File: config.mk
export PLATFORM = sky130hd
export DESIGN_NAME = switch_debounce
export DESIGN_NICKNAME = d
export VERILOG_FILES = /design/src/rtl/switch_debounce.sv
export SDC_FILE = /design/constraint.sdc
export NUM_CORES = 1
export LEC_CHECK = 0
export CORE_UTILIZATION = 42
export CTS_CLUSTER_DIAMETER = 150
export DETAILED_ROUTE_END_ITERATION = 8
export GPL_TIMING_DRIVEN = 0
export PLACE_DENSITY_LB_ADDON = 0.3
export SKIP_CTS_REPAIR_TIMING = 1
export SYNTH_ARGS = -nofsm -noshare
export SYNTH_HDL_FRONTEND = slang
export SYNTH_SLANG_ARGS = --single-unit
File: constraint.sdc
create_clock -name i_clk -period 6.3 [get_ports i_clk]
set_input_delay 0.63 -clock i_clk [delete_from_list [all_inputs] [get_ports i_clk]]
set_output_delay 0.63 -clock i_clk [all_outputs]
set_load 0.1 [all_outputs]
File: src/rtl/switch_debounce.sv
// Purpose: synchronise a raw switch level and filter contact bounce into a clean level.
// Latency: a held change on i_level reaches o_db_level STABLE_CYCLES+2 edges later.
// Backpressure: none; free-running level conditioner that accepts every cycle.
module switch_debounce #(
    parameter int STABLE_CYCLES = 2_000_000
) (
    input  logic       i_clk,
    input  logic       i_rst_n,
    input  logic       i_level,
    output logic       o_db_level,
    output logic [7:0] o_glitch_cnt
);

    // Counter just wide enough to hold STABLE_CYCLES-1, the countdown start value.
    localparam int CNT_W = $clog2(STABLE_CYCLES);
    localparam logic [CNT_W-1:0] CNT_LOAD = CNT_W'(STABLE_CYCLES - 1);

    // ZERO/ONE are settled levels; WAIT1/WAIT0 are candidate transitions
    // towards 1 and 0 that still need the input to hold.
    typedef enum logic [1:0] {
        ZERO  = 2'd0,
        WAIT1 = 2'd1,
        ONE   = 2'd2,
        WAIT0 = 2'd3
    } state_t;

    logic             s1;
    logic             s2;
    state_t           state;
    state_t           next_state;
    logic [CNT_W-1:0] cnt;
    logic [CNT_W-1:0] cnt_nxt;
    logic             glitch_inc;
    logic             db_nxt;

    // Two-flop synchroniser; only s2 is ever seen by the filter.
    always_ff @(posedge i_clk or negedge i_rst_n) begin
        if (!i_rst_n) begin
            s1 <= 1'b0;
            s2 <= 1'b0;
        end else begin
            s1 <= i_level;
            s2 <= s1;
        end
    end

    // State register.
    always_ff @(posedge i_clk or negedge i_rst_n) begin
        if (!i_rst_n) begin
            state <= ZERO;
        end else begin
            state <= next_state;
        end
    end

    // Next-state, countdown and glitch detection. A reversal of s2 while
    // waiting wins over an expiring countdown, so a simultaneous event aborts.
    always_comb begin
        next_state = state;
        cnt_nxt    = cnt;
        glitch_inc = 1'b0;
        case (state)
            ZERO: begin
                if (s2) begin
                    next_state = WAIT1;
                    cnt_nxt    = CNT_LOAD;
                end
            end
            WAIT1: begin
                if (!s2) begin
                    next_state = ZERO;
                    glitch_inc = 1'b1;
                end else if (cnt == '0) begin
                    next_state = ONE;
                end else begin
                    cnt_nxt = cnt - 1'b1;
                end
            end
            ONE: begin
                if (!s2) begin
                    next_state = WAIT0;
                    cnt_nxt    = CNT_LOAD;
                end
            end
            WAIT0: begin
                if (s2) begin
                    next_state = ONE;
                    glitch_inc = 1'b1;
                end else if (cnt == '0) begin
                    next_state = ZERO;
                end else begin
                    cnt_nxt = cnt - 1'b1;
                end
            end
            default: begin
                next_state = ZERO;
            end
        endcase
    end

    // Stability countdown; the decrement above is gated on nonzero so it never wraps.
    always_ff @(posedge i_clk or negedge i_rst_n) begin
        if (!i_rst_n) begin
            cnt <= '0;
        end else begin
            cnt <= cnt_nxt;
        end
    end

    // Output level is 1 in ONE and WAIT0, so it only moves on a completed countdown.
    assign db_nxt = (next_state == ONE) || (next_state == WAIT0);

    // Registered debounced level, decoded from the next state so it lines up with it.
    always_ff @(posedge i_clk or negedge i_rst_n) begin
        if (!i_rst_n) begin
            o_db_level <= 1'b0;
        end else begin
            o_db_level <= db_nxt;
        end
    end

    // Saturating count of aborted transitions, held at 255 once reached.
    always_ff @(posedge i_clk or negedge i_rst_n) begin
        if (!i_rst_n) begin
            o_glitch_cnt <= 8'd0;
        end else if (glitch_inc && (o_glitch_cnt != 8'hFF)) begin
            o_glitch_cnt <= o_glitch_cnt + 8'd1;
        end
    end

endmodule
# After elaboration in Yosys (flattened, before gate mapping)

Cells that the tools add are included.

Bits in registers: 34
Input bits: 3
Output and inout bits: 9
Logic and storage cells: 39

Add/subtract/negate cells: 2
Eq/ne operators: 10
Multiplexer cells: 16
Reductions and logical operators: 5

Operators with widths:

| cell                    | number |
|---|---|
| $mux W21                | 5 |
| $pmux W21 S4            | 1 |
| $logic_not A21 Y1       | 1 |
| $sub A21 B1 Y21 const B | 1 |
| $mux W2                 | 6 |
| $add A8 B1 Y8 const B   | 1 |
| $eq A2 B2 Y1 const B    | 4 |
| $ne A2 B2 Y1 const B    | 4 |
| $ne A8 B8 Y1 const B    | 1 |
| $pmux W2 S4             | 1 |
| $reduce_and A4 Y1       | 1 |
| $eq A2 B1 Y1 const B    | 1 |
| $logic_not A2 Y1        | 1 |
| $mux W1                 | 2 |
| $pmux W1 S2             | 1 |
| $logic_and A1 B1 Y1     | 1 |
| $logic_or A1 B1 Y1      | 1 |

# Longest topological paths before layout

Word-level depth: 6
Gate-level depth with buffers: 7
Depth with buffers taken out: 6

# Worst setup path after synthesis

OpenSTA, ideal clock, no wires.

Path type: register -> register
Start: register o_glitch_cnt[0]
End: register o_glitch_cnt[1]
Setup time: 126 ps
Arrival: 2223 ps
Required time: 6174 ps
Path slack: 3951 ps
Cell stages (with the launch flop): 5
Buffers on the path: 0
Period minus slack after synthesis: 2349 ps
Cell sequence: dfrtp_1 -> ha_1 -> nand3_1 -> o211ai_1 -> mux2_2

Longest elaborated chain between the ends: 2
Elaborated cells between the ends (all ways): 3
Those cells by class: add/sub (1); eq/ne (1); reduce/logical (1)

Ends and longest elaborated chain:

| element                                                               | RTL line | RTL |
|---|---|---|
| from (decl)                                                           | 11       | `output logic [7:0] o_glitch_cnt` |
| from (signal assigned)                                                | 127      | `o_glitch_cnt <= o_glitch_cnt + 8'd1;` |
| parallel branches: the longest is 2 deep, another holds $add A8 B1 Y8 | --       |  |

Several ways; the timed one is not identified.
A chain may end at the register's enable or synchronous reset.

# Worst setup path in the final report

Start: register o_glitch_cnt[2]
End: output port o_glitch_cnt[2]

No word-level cell between the ends.

==> impl_metrics.yaml <==
run_status:
  run_status: "finished, final reports clean"
clock_tree:
  root_buffer: "clkbuf_8"
  cts_num_sinks: 34
  htreeDepth: 2
  tritoncts: "done"
  clkSlewWorstSetupHoldPaths_ns: 0.08
  insertion_delay_ns: 0.29
  cts_buffer_depth: 2
  cts_made_buffers: 5
die:
  die-width_um: 68.2
  rows: 23
  floorplan_core_area_um2: 4120
  io-pin-count: 12
  die_height_um: 68.2
  floorplan.initialDensity_pct: 44.8
  dieArea_um2: 4660
pwr:
  leakage_nw: 0.828
  power.ir.vdd_worst_v: 0.000334
  power.combinational.fraction_pct: 30.5
  share_of_total_power_in_sequential_cells_pct: 37.5
  total_power_uw: 760
  p_sw_uw: 297
  power.internal_uw: 463
  p_per_area_nw_per_um2: 354
  netSwitchingFraction_pct: 39.1
  share_clk_of_total_power_pct: 32.0
timing:
  clock_skew_ns: 0.0103
  worst-slew-pin-transition_ns: 0.979
  maxSlewViolCount: 0
  final-hold-violation-count: 0
  slew_headroom_pct: 34.5
  max_freq_mhz: 392
  setup_viol: 0
  timing.final.crit_share_pct: 40.5
  fin_setup_tns_ns: 0
  post-route-min-period_ns: 2.55
  grt_setup_unrepaired: "no"
setup_path:
  worstSetupEndpointType: "output pin"
  critical_path.max_fanout: 6
  critical-path-max-stage-delay_ns: 1.18
  ff2ff_setup_slack_ns: 3.80
  worstRegToRegCells: 6
  timing.critical_path.max_delay_family: "buffers and inverters"
  critical_path.reg2reg.endpoint: "o_db_level"
  critPathRequiredTime_ns: 5.67
  worst-setup-path-type: "flip-flop to output pin"
  setup.worst_path.start_class: "flip-flop"
  crit_buf_inv: 1
  crit_chain: "clkdlybuf4s50_1"
  slowest_stage: "clkdlybuf4s50_1"
  worst_r2r_startpoint: "cnt[9]"
  worst_ep_arrival_time_ns: 1.92
route:
  ant_nets: 0
  drt_wl_total_um: 3910
  vias: 1514
  drt_drc_violations_left: 0
  viasPerCell: 5.78
  routedWlPerCell_um: 14.9
  dr.first_iter.drc_count: 187
  detailedRoute.firstPassIterationCount: 4
yosys:
  yosysTopAreaCell: "dfrtp_1"
  postSynth.topFlopCell: "dfrtp_1"
  synth_compound_area_share_pct: 14.8
  synthSimpleGateAreaFrac_pct: 23.5
  average_instance_area_after_synthesis_um2: 9.55
  ys.warnings.count: 0
  synth-xor-area-share_pct: 4.28
  postSynthRegisterBits: 34
  post_synth_inst_count: 193
  ys_seq_area_share_pct: 46.2
  synthArstFlopShare_pct: 100
  ys_top_cells_by_area: "dfrtp_1 (46%), xor2_1 (3.3%), nand3_1 (3.3%), mux2_2 (3.1%), nor2_1 (3.1%)"
  synth_top_family_by_area: "simple AND/OR/NAND/NOR gates"
  muxShareOfSynthArea_pct: 5.77
  netlist.area_leader.share_pct: 46.2
  post_synth_fa_ha_maj_area_fraction_pct: 1.36
  synth_cell_types: 41
  total_standard_cell_area_after_synthesis_um2: 1840
  number_of_nets_in_the_synthesized_netlist: 198
  synth-edff-count: 0
layout:
  num-nets-final: 216
  nFillCells: 381
  diodes: 0
  area_grow_syn2layout_pct: 16.6
  most_common_cell_after_layout_fill_and_taps_aside: "dfrtp_1"
  mostFrequentLayoutCells: "dfrtp_1 (34), nor2_1 (15), nand2_1 (12), nand3_1 (12), clkdlybuf4s50_1 (10)"
  layout-drive-gt1-share_pct: 9.43
global_route:
  grt-ovfl-total: 0
  first_global_vias: 1329
  gr-usage-all-layers_pct: 18.8
  largest_net_degree_at_the_start_of_global_routing: 35
  grt_antenna_before_repair: 0
  global_route_wire_length_before_repair_um: 6420
hold_path:
  hp-class: "flip-flop to flip-flop"
  critical_hold_path_startpoint: "s1"
  min_path_cells: 0
  hold_path_end: "s2"
place:
  dp_hpwl_um: 2680
  gp_congestion: 0.856
  buffer_ports.inserted: 11
job:
  cap_violations: 0
Yosys cell counts (all sizes together), types with 6 or more instances:
| master | count |
|---|---|
| o21ai | 9 |
| nand2b | 6 |
| nor3 | 9 |
| dfrtp | 34 |
| nand3 | 12 |
| inv | 8 |
| nand2 | 12 |
| nor2 | 15 |
| xor2 | 7 |
| nor4 | 7 |
final cells by class:
type | count | area, µm² | area share [%]
Tap cell | 50 | 62.6 | 2.91
Clock buffer | 5 | 68.8 | 3.20
Buffer | 8 | 46.3 | 2.15
Timing Repair Buffer | 11 | 105 | 4.89
Multi-Input combinational cell | 143 | 916 | 42.6
Clock inverter | 3 | 68.8 | 3.20
Sequential cell | 34 | 851 | 39.6
Inverter | 8 | 30.0 | 1.40
state kept, by name, summed over array words and instances (netlist names):
name,count
cnt,21
o_glitch_cnt,8
state,2
o_db_level,1
s1,1
s2,1
how the worst max path moves through the flow:
stage	endpoint	from	cells past startpoint
finish	o_glitch_cnt[2]	o_glitch_cnt[2]	1
global route	cnt[12]	cnt[2]	4
CTS	o_glitch_cnt[2]	o_glitch_cnt[2]	1
detailed placement	o_db_level	cnt[9]	6
global placement	o_db_level	cnt[9]	6
floorplan	o_glitch_cnt[1]	o_glitch_cnt[0]	4
power by group through the flow:
stage	clock network, mW	logic, mW	registers [mW]
3_5_place_dp	0	0.234	0.288
6_report	0.243	0.232	0.285
4_1_cts	0.248	0.234	0.284
2_1_floorplan	0	0.0514	0.409
3_3_place_gp	0	0.232	0.287
5_1_grt	0.257	0.242	0.290
kinds of logic (layout without fill, tap and decap cells):
family | after synthesis | in the layout
AO/OA/AOI/OAI | 41 | 41
XOR/XNOR | 9 | 9
adder cells (fa/ha/maj) | 2 | 2
buffers and inverters | 16 | 35
flip-flops | 34 | 34
multiplexers | 10 | 10
AND/OR/NAND/NOR | 81 | 81
stage by stage:
stage               instances  setup slack (ns)  util [%]  hold WS [ns]  cell area [µm²]
finish                    262              3.75      52.2         0.351             2150
detailed placement        254              3.82      48.9         0.335             2010
global route              262              3.68      52.2         0.380             2150
floorplan                 193              3.95         -         0.331             1840
CTS                       262              3.73      52.2         0.353             2150
global placement          254              3.79      49.0         0.332             2020
routing by layer:
layer / GRT usage, % / share of wire (%) / vias to the layer above
li1: - / - / 757
met1: 26.3 / 50 / 711
met2: 27.6 / 44 / 36
met3: 4.00 / 4.5 / 10
met4: 8.59 / 1.8 / 0
met5: 0 / 0 / -
Note: power is estimated with default switching activity, not from simulation.
